==> config.mk <==
export PLATFORM = sky130hd
export DESIGN_NAME = decode_control_pipe
export DESIGN_NICKNAME = d
export VERILOG_FILES = /design/src/rtl/decode_control_pipe.sv
export SDC_FILE = /design/constraint.sdc
export NUM_CORES = 1
export LEC_CHECK = 0
export BUFFER_PORTS_ARGS = -buffer_cell sky130_fd_sc_hd__buf_4
export CAP_MARGIN = 20
export CORE_ASPECT_RATIO = 1.1
export CORE_MARGIN = 8
export CORE_UTILIZATION = 47
export DETAILED_ROUTE_END_ITERATION = 12
export PLACE_DENSITY_LB_ADDON = 0.05
export SLEW_MARGIN = 20
export SYNTH_ARGS = -nofsm -noshare
export SYNTH_HDL_FRONTEND = slang
export SYNTH_SLANG_ARGS = --single-unit
==> constraint.sdc <==
create_clock -name clk -period 2.6 [get_ports clk]
set_input_delay 0.13 -clock clk [delete_from_list [all_inputs] [get_ports clk]]
set_output_delay 0.13 -clock clk [all_outputs]
set_load 0.02 [all_outputs]
==> src/rtl/decode_control_pipe.sv <==
// Decode-to-execute control pipeline stage. Decodes the RV32I (and, when
// enabled, RV32M) control word from InstrD and registers it into the E slot.
// Multi-cycle M ops hold the E slot for MULDIV_CYCLES cycles and stall decode.
//
// state | meaning
// ------+-------------------------------------------------------------
// IDLE  | E slot advances every non-stalled cycle; new InstrD accepted
// BUSY  | M op occupying E; E held, counter counts remaining cycles
module decode_control_pipe #(
   parameter bit EN_MEXT       = 1'b0,
   parameter int MULDIV_CYCLES = 4,
   parameter int ALU_W         = 5
) (
   input  logic             clk,
   input  logic             rst_n,
   input  logic [31:0]      InstrD,
   input  logic             ValidD,
   input  logic             StallE,
   input  logic             FlushE,
   output logic             StallD,
   output logic             RegWriteE,
   output logic             MemWriteE,
   output logic             JumpE,
   output logic             BranchE,
   output logic             AluSrcE,
   output logic [1:0]       ResultSrcE,
   output logic [2:0]       ImmSrcE,
   output logic [ALU_W-1:0] ALUControlE,
   output logic             ValidE,
   output logic             IllegalE
);

   localparam logic [6:0] OP_R      = 7'b0110011;
   localparam logic [6:0] OP_IALU   = 7'b0010011;
   localparam logic [6:0] OP_LOAD   = 7'b0000011;
   localparam logic [6:0] OP_STORE  = 7'b0100011;
   localparam logic [6:0] OP_BRANCH = 7'b1100011;
   localparam logic [6:0] OP_JAL    = 7'b1101111;
   localparam logic [6:0] OP_JALR   = 7'b1100111;
   localparam logic [6:0] OP_LUI    = 7'b0110111;
   localparam logic [6:0] OP_AUIPC  = 7'b0010111;
   localparam logic [6:0] OP_SYSTEM = 7'b1110011;

   localparam logic [4:0] ALU_ADD   = 5'd0;
   localparam logic [4:0] ALU_SUB   = 5'd1;
   localparam logic [4:0] ALU_XOR   = 5'd2;
   localparam logic [4:0] ALU_OR    = 5'd3;
   localparam logic [4:0] ALU_AND   = 5'd4;
   localparam logic [4:0] ALU_SLL   = 5'd5;
   localparam logic [4:0] ALU_SRL   = 5'd6;
   localparam logic [4:0] ALU_SRA   = 5'd7;
   localparam logic [4:0] ALU_SLT   = 5'd8;
   localparam logic [4:0] ALU_SLTU  = 5'd9;
   localparam logic [4:0] ALU_PASSB = 5'd10;
   localparam logic [4:0] ALU_MBASE = 5'd16;

   localparam logic [1:0] RES_MEM  = 2'b01;
   localparam logic [1:0] RES_PC4  = 2'b10;
   localparam logic [2:0] IMM_S    = 3'b001;
   localparam logic [2:0] IMM_B    = 3'b010;
   localparam logic [2:0] IMM_J    = 3'b011;
   localparam logic [2:0] IMM_U    = 3'b100;

   localparam logic [4:0] CNT_INIT = 5'(MULDIV_CYCLES - 1);

   typedef enum logic {ST_IDLE, ST_BUSY} state_t;

   state_t     state_q, state_d;
   logic [4:0] cnt_q, cnt_d;
   logic       load_e, flush_e;

   logic [6:0] opcode;
   logic [2:0] funct3;
   logic [6:0] funct7;
   logic       unused_instr_bits;

   logic       d_rw, d_mw, d_j, d_b, d_as, d_ill, d_is_m;
   logic [1:0] d_rs;
   logic [2:0] d_imm;
   logic [4:0] d_alu;

   assign opcode = InstrD[6:0];
   assign funct3 = InstrD[14:12];
   assign funct7 = InstrD[31:25];
   assign unused_instr_bits = ^{InstrD[24:15], InstrD[11:7]};

   // funct3 -> ALU op for register and immediate ALU groups; alt picks sub/sra
   function automatic logic [4:0] alu_f3(input logic [2:0] f3, input logic alt);
      logic [4:0] code;
      code = ALU_ADD;
      case (f3)
         3'b000:  code = alt ? ALU_SUB : ALU_ADD;
         3'b001:  code = ALU_SLL;
         3'b010:  code = ALU_SLT;
         3'b011:  code = ALU_SLTU;
         3'b100:  code = ALU_XOR;
         3'b101:  code = alt ? ALU_SRA : ALU_SRL;
         3'b110:  code = ALU_OR;
         default: code = ALU_AND;
      endcase
      return code;
   endfunction

   // Combinational decode of InstrD; illegal encodings leave every enable at 0
   always_comb begin
      d_rw   = 1'b0;
      d_mw   = 1'b0;
      d_j    = 1'b0;
      d_b    = 1'b0;
      d_as   = 1'b0;
      d_rs   = 2'b00;
      d_imm  = 3'b000;
      d_alu  = ALU_ADD;
      d_ill  = 1'b0;
      d_is_m = 1'b0;
      if (ValidD) begin
         case (opcode)
            OP_R: begin
               if (funct7 == 7'b0000000) begin
                  d_rw  = 1'b1;
                  d_alu = alu_f3(funct3, 1'b0);
               end else if (funct7 == 7'b0100000 &&
                            (funct3 == 3'b000 || funct3 == 3'b101)) begin
                  d_rw  = 1'b1;
                  d_alu = alu_f3(funct3, 1'b1);
               end else if (funct7 == 7'b0000001 && EN_MEXT) begin
                  d_rw   = 1'b1;
                  d_alu  = ALU_MBASE + {2'b00, funct3};
                  d_is_m = 1'b1;
               end else begin
                  d_ill = 1'b1;
               end
            end
            OP_IALU: begin
               // shift-immediates carry their variant in funct7 bits
               if ((funct3 == 3'b001 && funct7 != 7'b0000000) ||
                   (funct3 == 3'b101 && funct7 != 7'b0000000 && funct7 != 7'b0100000)) begin
                  d_ill = 1'b1;
               end else begin
                  d_rw  = 1'b1;
                  d_as  = 1'b1;
                  d_alu = alu_f3(funct3, (funct3 == 3'b101) && funct7[5]);
               end
            end
            OP_LOAD: begin
               d_rw = 1'b1;
               d_as = 1'b1;
               d_rs = RES_MEM;
            end
            OP_STORE: begin
               d_mw  = 1'b1;
               d_as  = 1'b1;
               d_imm = IMM_S;
            end
            OP_BRANCH: begin
               d_b   = 1'b1;
               d_imm = IMM_B;
               d_alu = ALU_SUB;
            end
            OP_JAL: begin
               d_j   = 1'b1;
               d_rw  = 1'b1;
               d_rs  = RES_PC4;
               d_imm = IMM_J;
            end
            OP_JALR: begin
               if (funct3 == 3'b000) begin
                  d_j  = 1'b1;
                  d_rw = 1'b1;
                  d_as = 1'b1;
                  d_rs = RES_PC4;
               end else begin
                  d_ill = 1'b1;
               end
            end
            OP_LUI: begin
               d_rw  = 1'b1;
               d_as  = 1'b1;
               d_imm = IMM_U;
               d_alu = ALU_PASSB;
            end
            OP_AUIPC: begin
               d_rw  = 1'b1;
               d_as  = 1'b1;
               d_imm = IMM_U;
            end
            OP_SYSTEM: begin
               d_ill = 1'b0;
            end
            default: d_ill = 1'b1;
         endcase
      end
   end

   // FSM state and occupancy counter register
   always_ff @(posedge clk or negedge rst_n) begin
      if (!rst_n) begin
         state_q <= ST_IDLE;
         cnt_q   <= 5'd0;
      end else begin
         state_q <= state_d;
         cnt_q   <= cnt_d;
      end
   end

   // Next state: flush beats stall beats load; BUSY counts down to release
   always_comb begin
      state_d = state_q;
      cnt_d   = cnt_q;
      load_e  = 1'b0;
      flush_e = 1'b0;
      if (FlushE) begin
         state_d = ST_IDLE;
         cnt_d   = 5'd0;
         flush_e = 1'b1;
      end else if (!StallE) begin
         case (state_q)
            ST_IDLE: begin
               load_e = 1'b1;
               if (d_is_m && (MULDIV_CYCLES > 1)) begin
                  state_d = ST_BUSY;
                  cnt_d   = CNT_INIT;
               end
            end
            default: begin
               if (cnt_q <= 5'd1) begin
                  state_d = ST_IDLE;
                  cnt_d   = 5'd0;
               end else begin
                  cnt_d = cnt_q - 5'd1;
               end
            end
         endcase
      end
   end

   assign StallD = StallE || (state_q == ST_BUSY);

   // E-slot control register: bubble on flush, load decoded word when accepted
   always_ff @(posedge clk or negedge rst_n) begin
      if (!rst_n) begin
         ValidE      <= 1'b0;
         IllegalE    <= 1'b0;
         RegWriteE   <= 1'b0;
         MemWriteE   <= 1'b0;
         JumpE       <= 1'b0;
         BranchE     <= 1'b0;
         AluSrcE     <= 1'b0;
         ResultSrcE  <= 2'b00;
         ImmSrcE     <= 3'b000;
         ALUControlE <= '0;
      end else if (flush_e) begin
         ValidE      <= 1'b0;
         IllegalE    <= 1'b0;
         RegWriteE   <= 1'b0;
         MemWriteE   <= 1'b0;
         JumpE       <= 1'b0;
         BranchE     <= 1'b0;
         AluSrcE     <= 1'b0;
         ResultSrcE  <= 2'b00;
         ImmSrcE     <= 3'b000;
         ALUControlE <= '0;
      end else if (load_e) begin
         ValidE      <= ValidD;
         IllegalE    <= d_ill;
         RegWriteE   <= d_rw;
         MemWriteE   <= d_mw;
         JumpE       <= d_j;
         BranchE     <= d_b;
         AluSrcE     <= d_as;
         ResultSrcE  <= d_rs;
         ImmSrcE     <= d_imm;
         ALUControlE <= ALU_W'(d_alu);
      end
   end

endmodule

==> flow_metrics.env <==
export IMPL_nets=227
export IMPL_switching_share=0.253
export IMPL_pin_count=55
export IMPL_clk_latency_ns=0.30
export IMPL_wl_per_cell_um=15.0
export IMPL_p_per_area_nw_per_um2=381
export IMPL_grt_pass1_wl_um=5750
export IMPL_drive_above_1_share=0.262
export IMPL_die_w_um=66.4
export IMPL_cp_data_required_time_ns=2.82
export IMPL_fin_util=0.618
export IMPL_rsz0062_at_grt="false"
export IMPL_fin_tns_setup_ns=0
export IMPL_cp_end_kind="flip-flop"
export IMPL_peakVddDrop_mv=0.194
export IMPL_route_vias_total=1269
export IMPL_grt_max_degree=23
export IMPL_internal_power_uw=475
export IMPL_root_buffer="clkbuf_4"
export IMPL_clock_skew_ns=0.00216
export IMPL_post_route_min_period_ns=2.26
export IMPL_crit_buf_inv=2
export IMPL_cts_repair_resize_count=0
export IMPL_max_cap_viol_count=0
export IMPL_start_util=0.486
export IMPL_fin_crit_sh=0.871
export IMPL_clock_power_share=0.293
export IMPL_wl_um=3310
export IMPL_report_final_slew_viol_count=0
export IMPL_hp_class="input pin to flip-flop"
export IMPL_cp_top_family="simple AND/OR/NAND/NOR gates"
export IMPL_synth_most_common_cell="nand2_1"
export IMPL_cts_tree="built"
export IMPL_grtUsageTotal=0.149
export IMPL_dpl_hpwl_um=2620
export IMPL_worstSetupPathType="input pin to flip-flop"
export IMPL_synth_seq_cells=22
export IMPL_relSlewSlack=0.624
export IMPL_combinationalPowerShare=0.163
export IMPL_fp_dieH_um=71.5
export IMPL_yosysWarningCount=0
export IMPL_htreeDepth=1
export IMPL_core_rowCount=20
export IMPL_drt_iter0_markers=56
export IMPL_synth_area_leader_cell="dfrtp_1"
export IMPL_syn_nets=188
export IMPL_overflow=0
export IMPL_drtPass1Iterations=4
export IMPL_synthArstFlopShare=1.00
export IMPL_clkSinkCount=22
export IMPL_antenna_found_initial=0
export IMPL_seq_area_frac_synth=0.419
export IMPL_vias_per_cell=5.77
export IMPL_drc=0
export IMPL_tightest_slew_ns=0.560
export IMPL_netlist_top_cells_count="nand2_1 (27), dfrtp_1 (22), nor2_1 (10)"
export IMPL_max_freq_mhz=442
export IMPL_p_sw_uw=161
export IMPL_clk_pin_slew_ns=0.12
export IMPL_n_antenna_cell=0
export IMPL_synthFlopType="dfrtp_1"
export IMPL_path_max_fanout=7
export IMPL_yosysUniqueCellTypes=51
export IMPL_status="complete, no violations"
export IMPL_area_growth_syn_to_layout_pct=27.0
export IMPL_setup_viol=0
export IMPL_grt_pass1_vias=1328
export IMPL_synth_avg_cell_area_um2=8.82
export IMPL_synth_edf_count=0
export IMPL_power_leakage_uw=0.000789
export IMPL_final_antenna_net_count=0
export IMPL_yosysTopAreaCellShare=0.419
export IMPL_cp_start_kind="input pin"
export IMPL_netlist_area_um2=1310
export IMPL_numPortBuffers=38
export IMPL_synthTopCellsByArea="dfrtp_1 (42%), nand2_1 (7.7%), nor3_1 (3.0%)"
export IMPL_gp_congestion=0.837
export IMPL_slowest_stage="or4b_1"
export IMPL_clockBufferDepth=2
export IMPL_slowest_delay_ns=0.57
export IMPL_critPathArrivalTime_ns=2.49
export IMPL_die_area_um2=4740
export IMPL_p_seq_frac=0.543
export IMPL_path_cells="dlygate4sd3_1 > buf_4 > or4b_1 > or4_4 > or3b_1 > o31ai_1"
export IMPL_num_fill_cells=235
export IMPL_synth_cells=149
export IMPL_final_hold_viol_count=0
export IMPL_numCtsBuffers=3
export IMPL_core_area_um2=2700
## per-stage QoR
step           power, uW  instances  setup WS (ns)  hold WS (ns)  area (um2)
3_5_place_dp         454        214          0.522        0.0388        1610
6_report             636        220          0.336         0.104        1670
3_3_place_gp         451        214          0.522        0.0319        1610
4_1_cts              645        219          0.483       0.00152        1660
5_1_grt              670        220          0.260        0.0951        1670
2_1_floorplan        402        149          0.504        -0.166        1310
## flip-flops by register name, summed over array words and instances (netlist names)
register / cells
cnt_q: 5
MemWriteE: 1
ALUControlE: 4
ValidE: 1
ImmSrcE: 3
state_q: 1
JumpE: 1
RegWriteE: 1
BranchE: 1
IllegalE: 1
AluSrcE: 1
ResultSrcE: 2
## final timing paths
kind                                      from  slack (ns)  cells after the start                    endpoint
max reg2reg                state_q$_DFFE_PN0P_        0.49                      4  ALUControlE[0]$_DFFE_PN0P_
max in group asynchronous                rst_n        2.14                      2          ValidE$_DFFE_PN0P_
max                                     FlushE        0.34                      6  ALUControlE[0]$_DFFE_PN0P_
min                                  InstrD[5]        0.10                      2         AluSrcE$_DFFE_PN0P_
min reg2reg                 ValidE$_DFFE_PN0P_        0.50                      2          ValidE$_DFFE_PN0P_
min in group asynchronous                rst_n        0.23                      2        cnt_q[4]$_DFFE_PN0P_
## per-layer routing
metal / wire length (um) / global-route usage / part of all wire / vias up
met3: 185 / 0.0250 / 0.056 / 4
met4: 27 / 0.0451 / 0.0082 / 0
met1: 1430 / 0.173 / 0.43 / 610
li1: - / - / - / 624
met5: 0 / 0 / 0 / -
met2: 1660 / 0.265 / 0.50 / 31
## cells in the final DEF (no fill, tap or decap), drive strengths merged, types with 4 or more instances in the layout
cell	n
nand2b	5
dfrtp	22
or3	4
o31ai	5
nor2	10
o21ai	5
buf	39
inv	4
nand3	4
nand2	27
clkbuf	4
nor3	8
## kinds of logic (layout without fill, tap and decap cells)
family / after synthesis / after routing / synth area share
XOR/XNOR: 4 / 4 / 0.0267
AO/OA/AOI/OAI: 34 / 34 / 0.193
buffers and inverters: 11 / 49 / 0.0381
other: 1 / 1 / 0.00285
flip-flops: 22 / 22 / 0.419
adder cells (fa/ha/maj): 2 / 2 / 0.0190
AND/OR/NAND/NOR: 75 / 75 / 0.301
## power groups by stage
stage          sequential [uW]  clock (uW)  combinational (uW)
6_report                   346         187                 104
5_1_grt                    346         209                 116
4_1_cts                    346         196                 103
3_5_place_dp               352           0                 102
3_3_place_gp               352           0                99.1
2_1_floorplan              355           0                46.5
## worst register-to-register path: cells and delay by family, from the launching register on
family,cells,cell delay [ns]
simple gates,3,1.43
flops,1,0.41
compound gates,1,0.19
## final cells by class
cell class / instances / area (um2) / share of cell area
Clock buffer: 4 / 36.3 / 0.0217
Multi-Input combinational cell: 116 / 713 / 0.427
Inverter: 4 / 15.0 / 0.00900
Sequential cell: 22 / 551 / 0.330
Timing Repair Buffer: 41 / 313 / 0.187
Tap cell: 33 / 41.3 / 0.0247
## repair_timing
action,CTS,global route
hold endpoints to repair,22,1
setup buffers,0,0
hold buffers,1,1
(Power assumes the default switching activity.)
